==> src/rtl/loader_pkg.sv <==
// Shared types and constants for the boot-time program loader.
// Holds the FSM state encoding, default widths and the reserved-bit masks.
package loader_pkg;

    localparam int unsigned ADDR_W_DEF  = 12;
    localparam int unsigned INSTR_W_DEF = 19;
    localparam int unsigned BYTE_W      = 8;
    localparam int unsigned CNT_W       = 12;

    // Header high byte carries only the top nibble of the word count.
    localparam logic [BYTE_W-1:0] HDR_HI_RSVD_MASK = 8'hF0;
    // First byte of a word carries only instruction bits [18:16].
    localparam logic [BYTE_W-1:0] B0_RSVD_MASK     = 8'hF8;

    typedef enum logic [2:0] {
        ST_HDR_HI = 3'd0,
        ST_HDR_LO = 3'd1,
        ST_B0     = 3'd2,
        ST_B1     = 3'd3,
        ST_B2     = 3'd4,
        ST_CSUM   = 3'd5,
        ST_DONE   = 3'd6,
        ST_ERROR  = 3'd7
    } state_t;

    function automatic logic is_loading(input state_t s);
        return (s != ST_DONE) && (s != ST_ERROR);
    endfunction

endpackage

==> src/rtl/program_loader_if.sv <==
// Byte-stream input, instruction-memory write port and processor-reset
// bundle of the program loader; master is the loader, slave its environment.
interface program_loader_if #(
    parameter int unsigned ADDR_W  = loader_pkg::ADDR_W_DEF,
    parameter int unsigned INSTR_W = loader_pkg::INSTR_W_DEF
);
    logic [7:0]         in_data;
    logic               in_valid;
    logic               in_ready;
    logic               im_we;
    logic [ADDR_W-1:0]  im_addr;
    logic [INSTR_W-1:0] im_wdata;
    logic               cpu_rst;
    logic               done;
    logic               error;

    modport master (
        input  in_data, in_valid,
        output in_ready, im_we, im_addr, im_wdata, cpu_rst, done, error
    );

    modport slave (
        output in_data, in_valid,
        input  in_ready, im_we, im_addr, im_wdata, cpu_rst, done, error
    );
endinterface

==> src/rtl/program_loader.sv <==
// Boot loader: parses HDR_HI, HDR_LO, N x (B0,B1,B2), CSUM from a byte stream,
// writes 19-bit words to instruction memory and releases cpu_rst on success.
module program_loader
    import loader_pkg::*;
#(
    parameter int unsigned ADDR_W  = ADDR_W_DEF,
    parameter int unsigned INSTR_W = INSTR_W_DEF
) (
    input  logic               clk,
    input  logic               rst,
    program_loader_if.master   bus
);

    localparam int unsigned PART_W = INSTR_W - BYTE_W;

    state_t              r_state;
    state_t              w_state_nxt;
    logic [PART_W-1:0]   r_partial;
    logic [CNT_W-1:0]    r_remaining;
    logic [BYTE_W-1:0]   r_csum;
    logic                r_im_we;
    logic [ADDR_W-1:0]   r_im_addr;
    logic [INSTR_W-1:0]  r_im_wdata;

    logic                w_ready;
    logic                w_accept;
    logic [CNT_W-1:0]    w_hdr_count;
    logic                w_hdr_rsvd;
    logic                w_b0_rsvd;

    assign w_ready     = !rst && is_loading(r_state);
    assign w_accept    = bus.in_valid && w_ready;
    // r_remaining holds the header high nibble until HDR_LO arrives.
    assign w_hdr_count = {r_remaining[CNT_W-1 -: 4], bus.in_data};
    assign w_hdr_rsvd  = |(bus.in_data & HDR_HI_RSVD_MASK);
    assign w_b0_rsvd   = |(bus.in_data & B0_RSVD_MASK);

    // State register
    always_ff @(posedge clk) begin
        if (rst) begin
            r_state <= ST_HDR_HI;
        end else begin
            r_state <= w_state_nxt;
        end
    end

    // Next-state logic; without an accepted byte the FSM simply holds
    always_comb begin
        w_state_nxt = r_state;
        if (w_accept) begin
            case (r_state)
                ST_HDR_HI: w_state_nxt = w_hdr_rsvd ? ST_ERROR : ST_HDR_LO;
                ST_HDR_LO: w_state_nxt = (w_hdr_count == '0) ? ST_CSUM : ST_B0;
                ST_B0:     w_state_nxt = w_b0_rsvd ? ST_ERROR : ST_B1;
                ST_B1:     w_state_nxt = ST_B2;
                ST_B2:     w_state_nxt = (r_remaining == CNT_W'(1)) ? ST_CSUM : ST_B0;
                ST_CSUM:   w_state_nxt = (bus.in_data == r_csum) ? ST_DONE : ST_ERROR;
                default:   w_state_nxt = r_state;
            endcase
        end
    end

    // Outputs decoded from registered state and datapath
    always_comb begin
        bus.in_ready = w_ready;
        bus.im_we    = r_im_we;
        bus.im_addr  = r_im_addr;
        bus.im_wdata = r_im_wdata;
        bus.done     = (r_state == ST_DONE);
        bus.error    = (r_state == ST_ERROR);
        bus.cpu_rst  = (r_state != ST_DONE);
    end

    // Datapath: word assembly, remaining-word count, XOR checksum, write port
    always_ff @(posedge clk) begin
        if (rst) begin
            r_partial   <= '0;
            r_remaining <= '0;
            r_csum      <= '0;
            r_im_we     <= 1'b0;
            r_im_addr   <= '0;
            r_im_wdata  <= '0;
        end else begin
            r_im_we <= 1'b0;
            if (r_im_we) begin
                r_im_addr <= r_im_addr + ADDR_W'(1);
            end
            if (w_accept) begin
                if (r_state != ST_CSUM) begin
                    r_csum <= r_csum ^ bus.in_data;
                end
                case (r_state)
                    ST_HDR_HI: r_remaining <= CNT_W'({bus.in_data[3:0], 8'h00});
                    ST_HDR_LO: r_remaining <= w_hdr_count;
                    ST_B0:     r_partial   <= PART_W'(bus.in_data[2:0]);
                    ST_B1:     r_partial   <= {r_partial[PART_W-BYTE_W-1:0], bus.in_data};
                    ST_B2: begin
                        r_im_we     <= 1'b1;
                        r_im_wdata  <= {r_partial, bus.in_data};
                        r_remaining <= r_remaining - CNT_W'(1);
                    end
                    default: ;
                endcase
            end
        end
    end

endmodule

==> src/flat_wrapper.sv <==
// flat-port wrapper written by rule: the top's interface ports become plain ports
module program_loader_flat import loader_pkg::*;
#(
    parameter int unsigned ADDR_W  = ADDR_W_DEF,
    parameter int unsigned INSTR_W = INSTR_W_DEF
)
  (clk, rst, bus_in_data, bus_in_valid, bus_in_ready, bus_im_we, bus_im_addr, bus_im_wdata, bus_cpu_rst, bus_done, bus_error);
  program_loader_if #(.ADDR_W(ADDR_W), .INSTR_W(INSTR_W)) bus_i ();
  input  logic clk;
  input  logic rst;
  input wire logic [$bits(bus_i.in_data)-1:0] bus_in_data;
  input wire logic [$bits(bus_i.in_valid)-1:0] bus_in_valid;
  output wire logic [$bits(bus_i.in_ready)-1:0] bus_in_ready;
  output wire logic [$bits(bus_i.im_we)-1:0] bus_im_we;
  output wire logic [$bits(bus_i.im_addr)-1:0] bus_im_addr;
  output wire logic [$bits(bus_i.im_wdata)-1:0] bus_im_wdata;
  output wire logic [$bits(bus_i.cpu_rst)-1:0] bus_cpu_rst;
  output wire logic [$bits(bus_i.done)-1:0] bus_done;
  output wire logic [$bits(bus_i.error)-1:0] bus_error;
  assign bus_i.in_data = bus_in_data;
  assign bus_i.in_valid = bus_in_valid;
  assign bus_in_ready = bus_i.in_ready;
  assign bus_im_we = bus_i.im_we;
  assign bus_im_addr = bus_i.im_addr;
  assign bus_im_wdata = bus_i.im_wdata;
  assign bus_cpu_rst = bus_i.cpu_rst;
  assign bus_done = bus_i.done;
  assign bus_error = bus_i.error;
  program_loader #(.ADDR_W(ADDR_W), .INSTR_W(INSTR_W)) u_core (.clk(clk), .rst(rst), .bus(bus_i));
endmodule
==> config.mk <==
export PLATFORM = sky130hd
export DESIGN_NAME = program_loader_flat
export DESIGN_NICKNAME = d
export VERILOG_FILES = /design/src/rtl/loader_pkg.sv /design/src/rtl/program_loader_if.sv /design/src/rtl/program_loader.sv /design/src/flat_wrapper.sv
export SDC_FILE = /design/constraint.sdc
export NUM_CORES = 1
export LEC_CHECK = 0
export CORE_MARGIN = 1.5
export CORE_UTILIZATION = 49
export CTS_CLUSTER_SIZE = 24
export DETAILED_ROUTE_END_ITERATION = 6
export PLACE_DENSITY = 0.76
export SETUP_SLACK_MARGIN = 0.15
export SLEW_MARGIN = 0
export SYNTH_ARGS = -nofsm -noshare
export SYNTH_HDL_FRONTEND = slang
export SYNTH_SLANG_ARGS = --single-unit
==> constraint.sdc <==
create_clock -name clk -period 1.7 [get_ports clk]
set_input_delay 0.255 -clock clk [delete_from_list [all_inputs] [get_ports clk]]
set_output_delay 0.255 -clock clk [all_outputs]
set_load 0.05 [all_outputs]
==> impl_results.md <==
- Run status: complete, but fails checks
- Violated checks: setup timing
- Placed insts: 536
- Worst-margin pin slew: 661 ps
- Post-synthesis cell type count: 54
- Critical Path AT: around 1500 ps
- Gate power share: 0.224
- CTS tree: yes
- Vias in the first global route: about 3300
- Netlist Area Pre-Place: 0.00320 mm2
- Row count: 29
- Critical path cell sequence: buf_8, inv_2, or3_4, clkinvlp_4, buf_12
- PwrDens: approximately 810 mW/mm2
- Design area: 0.00461 mm2
- Clock root buffer: clkbuf_8
- Most common cell after layout, fill and taps aside: buf_4
- Post-DRT Antenna Nets: 0
- Clock network power share: 0.332
- GRT Util Overall: 0.271
- Max stage delay on crit path: 390 ps
- Switching share of power: 0.299
- WHS: 297 ps
- Dpl ws: -270 ps
- Count of final setup violators: 8
- Layout cell share with drive strength beyond 1: 0.375
- Drt wl/cell: 17.7 um
- Post-Syn Nets: 411
- Utilization after layout: 0.731
- Drt first pass iters: 5
- Min cycle time layout: 1770 ps
- YS warnings: 0
- Ports: between 40 and 50
- Slowest library cell on the worst path: or3_4
- Reg power frac: 0.444
- Cts hold-fix bufs: 0
- Worst setup EP type: output pin
- VDD IR-drop max: between 0.5 and 0.6 mV
- DR vias: 3415
- Clk_lat worst skew: 350 ps
- Core ar.: 0.00631 mm2
- CP max FO: 4
- Async S/R FF share, synth: 0
- Gr ovfl total: 0
- TritonCTS Buffers: 9
- Chip width: 83.8 um
- Number of synthesized register bits: 66
- EDFF count, synth: 0
- Post-DP Area: between 0.004 and 0.005 mm2
- Req. time, crit path: 1440 ps
- Vias per std cell: between 5 and 6
- PnR worst setup slack: -73.9 ps
- Critical path launch point type: register
- Fin cells: 570
- Initial antenna violation count: 0
- Layout Nets: approximately 510
- Slew Viols, Final: 0
- Clock transition at path regs: approximately 70 ps
- DRC viols: 0
- R2R Setup Slk: -60 ps
- RSZ-0062 raised after global routing: true
- Leak: 1.83 nW
- H-tree depth: 3
- Int Power: approximately 2.6 mW
- Post-synth top flop: dfxtp_1
- Die H: 83.8 um
- Post-DP HPWL: 5880 um
- Final WL: 10100 um
- Fmax achieved: 0.564 GHz
- Max Clock Skew: 13.2 ps
- Slew headroom: 0.559
- Area grow syn2layout: 44.2%
- Largest net degree at the start of global routing: between 60 and 70
- Ratio of final minimum period to clock period: 1.04
- Port bufs: 46
- Gate count after technology mapping: around 400
- Kind of critical path: register to output pin
- Sw power: 1.11 mW
- Clock Tree Buf Depth: 2
- Avg Synthesized Cell Area: ~8.1 um2
- Routability congestion estimate: 0.885
- Most frequent cells in the layout: 81 x buf_4, 59 x nand2_1, 52 x dfxtp_1
- Post-synthesis sequential area ratio: 0.413
- Cell family with most CP delay: buffers and inverters
- Hold crit path type: input pin to register
- Sink Count: 66
- Buf/Inv on CP: 4
- Diodes inserted: 0
- First-pass GRT wire length: 15300 um
- Drt initial violations: 300
- Initial Util: 0.507
- MaxCap Viol Count: 0
- Final-report hold violation count: 0
- Die footprint: 0.00703 mm2
## stage by stage
step | total power, mW | TNS [ps]
6_report | 3.72 | -275
5_1_grt | 3.84 | -1780
4_1_cts | 3.60 | -121
3_5_place_dp | 2.30 | -3200
3_3_place_gp | 2.29 | -1990
2_1_floorplan | 2.07 | 0
## cells by family (layout without fill, tap and decap cells)
family / Yosys count / after routing / share of synthesized area
simple gates: 169 / 169 / 0.258
compound gates: 82 / 82 / 0.168
flops: 66 / 66 / 0.413
xor+xnor: 28 / 28 / 0.0766
fa+ha+maj: 7 / 7 / 0.0274
mux: 1 / 1 / 0.00313
buf+inv: 40 / 140 / 0.0547
## path summary, 6_finish.rpt
kind / from / endpoint / cells after the start
worst min register to register: u_core.bus.im_wdata[5] / u_core.bus.im_wdata[5] / 2
worst max register to register: u_core.r_state[2] / u_core.r_remaining[9] / 6
worst max-delay path: u_core.r_state[1] / bus_done / 5
worst min-delay path: rst / u_core.r_remaining[10] / 3
## area by class of cell
| cell class | instances | area (um2) |
|---|---|---|
| multi-input combinational | 287 | 1910 |
| fill | 439 | 1700 |
| clock buffer | 12 | 165 |
| sequential | 66 | 1340 |
| tap | 77 | 96.3 |
| timing repair buffer | 115 | 1040 |
| inverter | 11 | 50.0 |
| clock inverter | 2 | 12.5 |
## power groups by stage
stage	Sequential [mW]	Combinational, mW	Clock (mW)
after floorplan	1.68	0.394	0
after global routing	1.65	0.880	1.31
after global placement	1.67	0.622	0
after CTS	1.64	0.727	1.23
after detailed placement	1.67	0.634	0
final	1.65	0.833	1.23
## registers in the layout, indices dropped and copies added, names as in the netlist
name / count
u_core.bus.im_wdata: 19
u_core.bus.im_we: 1
u_core.r_remaining: 12
u_core.r_csum: 8
u_core.r_partial: 11
u_core.r_state: 3
u_core.bus.im_addr: 12
## cells in the mapped netlist (4+ instances only)
| cell type | instances | area [um2] |
|---|---|---|
| dfxtp_1 | 66 | 1320 |
| nand2_1 | 63 | 236 |
| a21oi_1 | 41 | 205 |
| nor2_1 | 35 | 131 |
| nand3_1 | 25 | 125 |
| xor2_1 | 21 | 184 |
| buf_2 | 14 | 70.1 |
| clkbuf_1 | 12 | 45.0 |
| inv_1 | 11 | 41.3 |
| ha_1 | 7 | 87.6 |
| nor4_1 | 7 | 43.8 |
| xnor2_1 | 7 | 61.3 |
| a311oi_1 | 6 | 52.6 |
| o21ai_0 | 6 | 30.0 |
| a211oi_1 | 5 | 37.5 |
| and4_1 | 5 | 43.8 |
| nor3_1 | 5 | 25.0 |
| and3_1 | 4 | 25.0 |
## worst min-delay path: cells and delay by family
family          cells  cell delay [ps]
buf+inv             2              300
compound gates      1               40
## per-layer routing
metal	vias to the layer above	part of all wire	routed length, um	GRT usage
met5	-	0	0	0
met4	0	0.040	402	0.148
met3	55	0.069	695	0.0643
met2	182	0.48	4880	0.446
met1	1615	0.41	4120	0.326
li1	1563	-	-	-
## timing repair
item | 4_1_cts | 5_1_grt
setup endpoints to repair | 56 | 58
cloned | 2 | 0
resized for setup | 46 | 30
buffers inserted | 13 | 5
pin swaps | 14 | 18
Power figures use the tool's default switching activity.
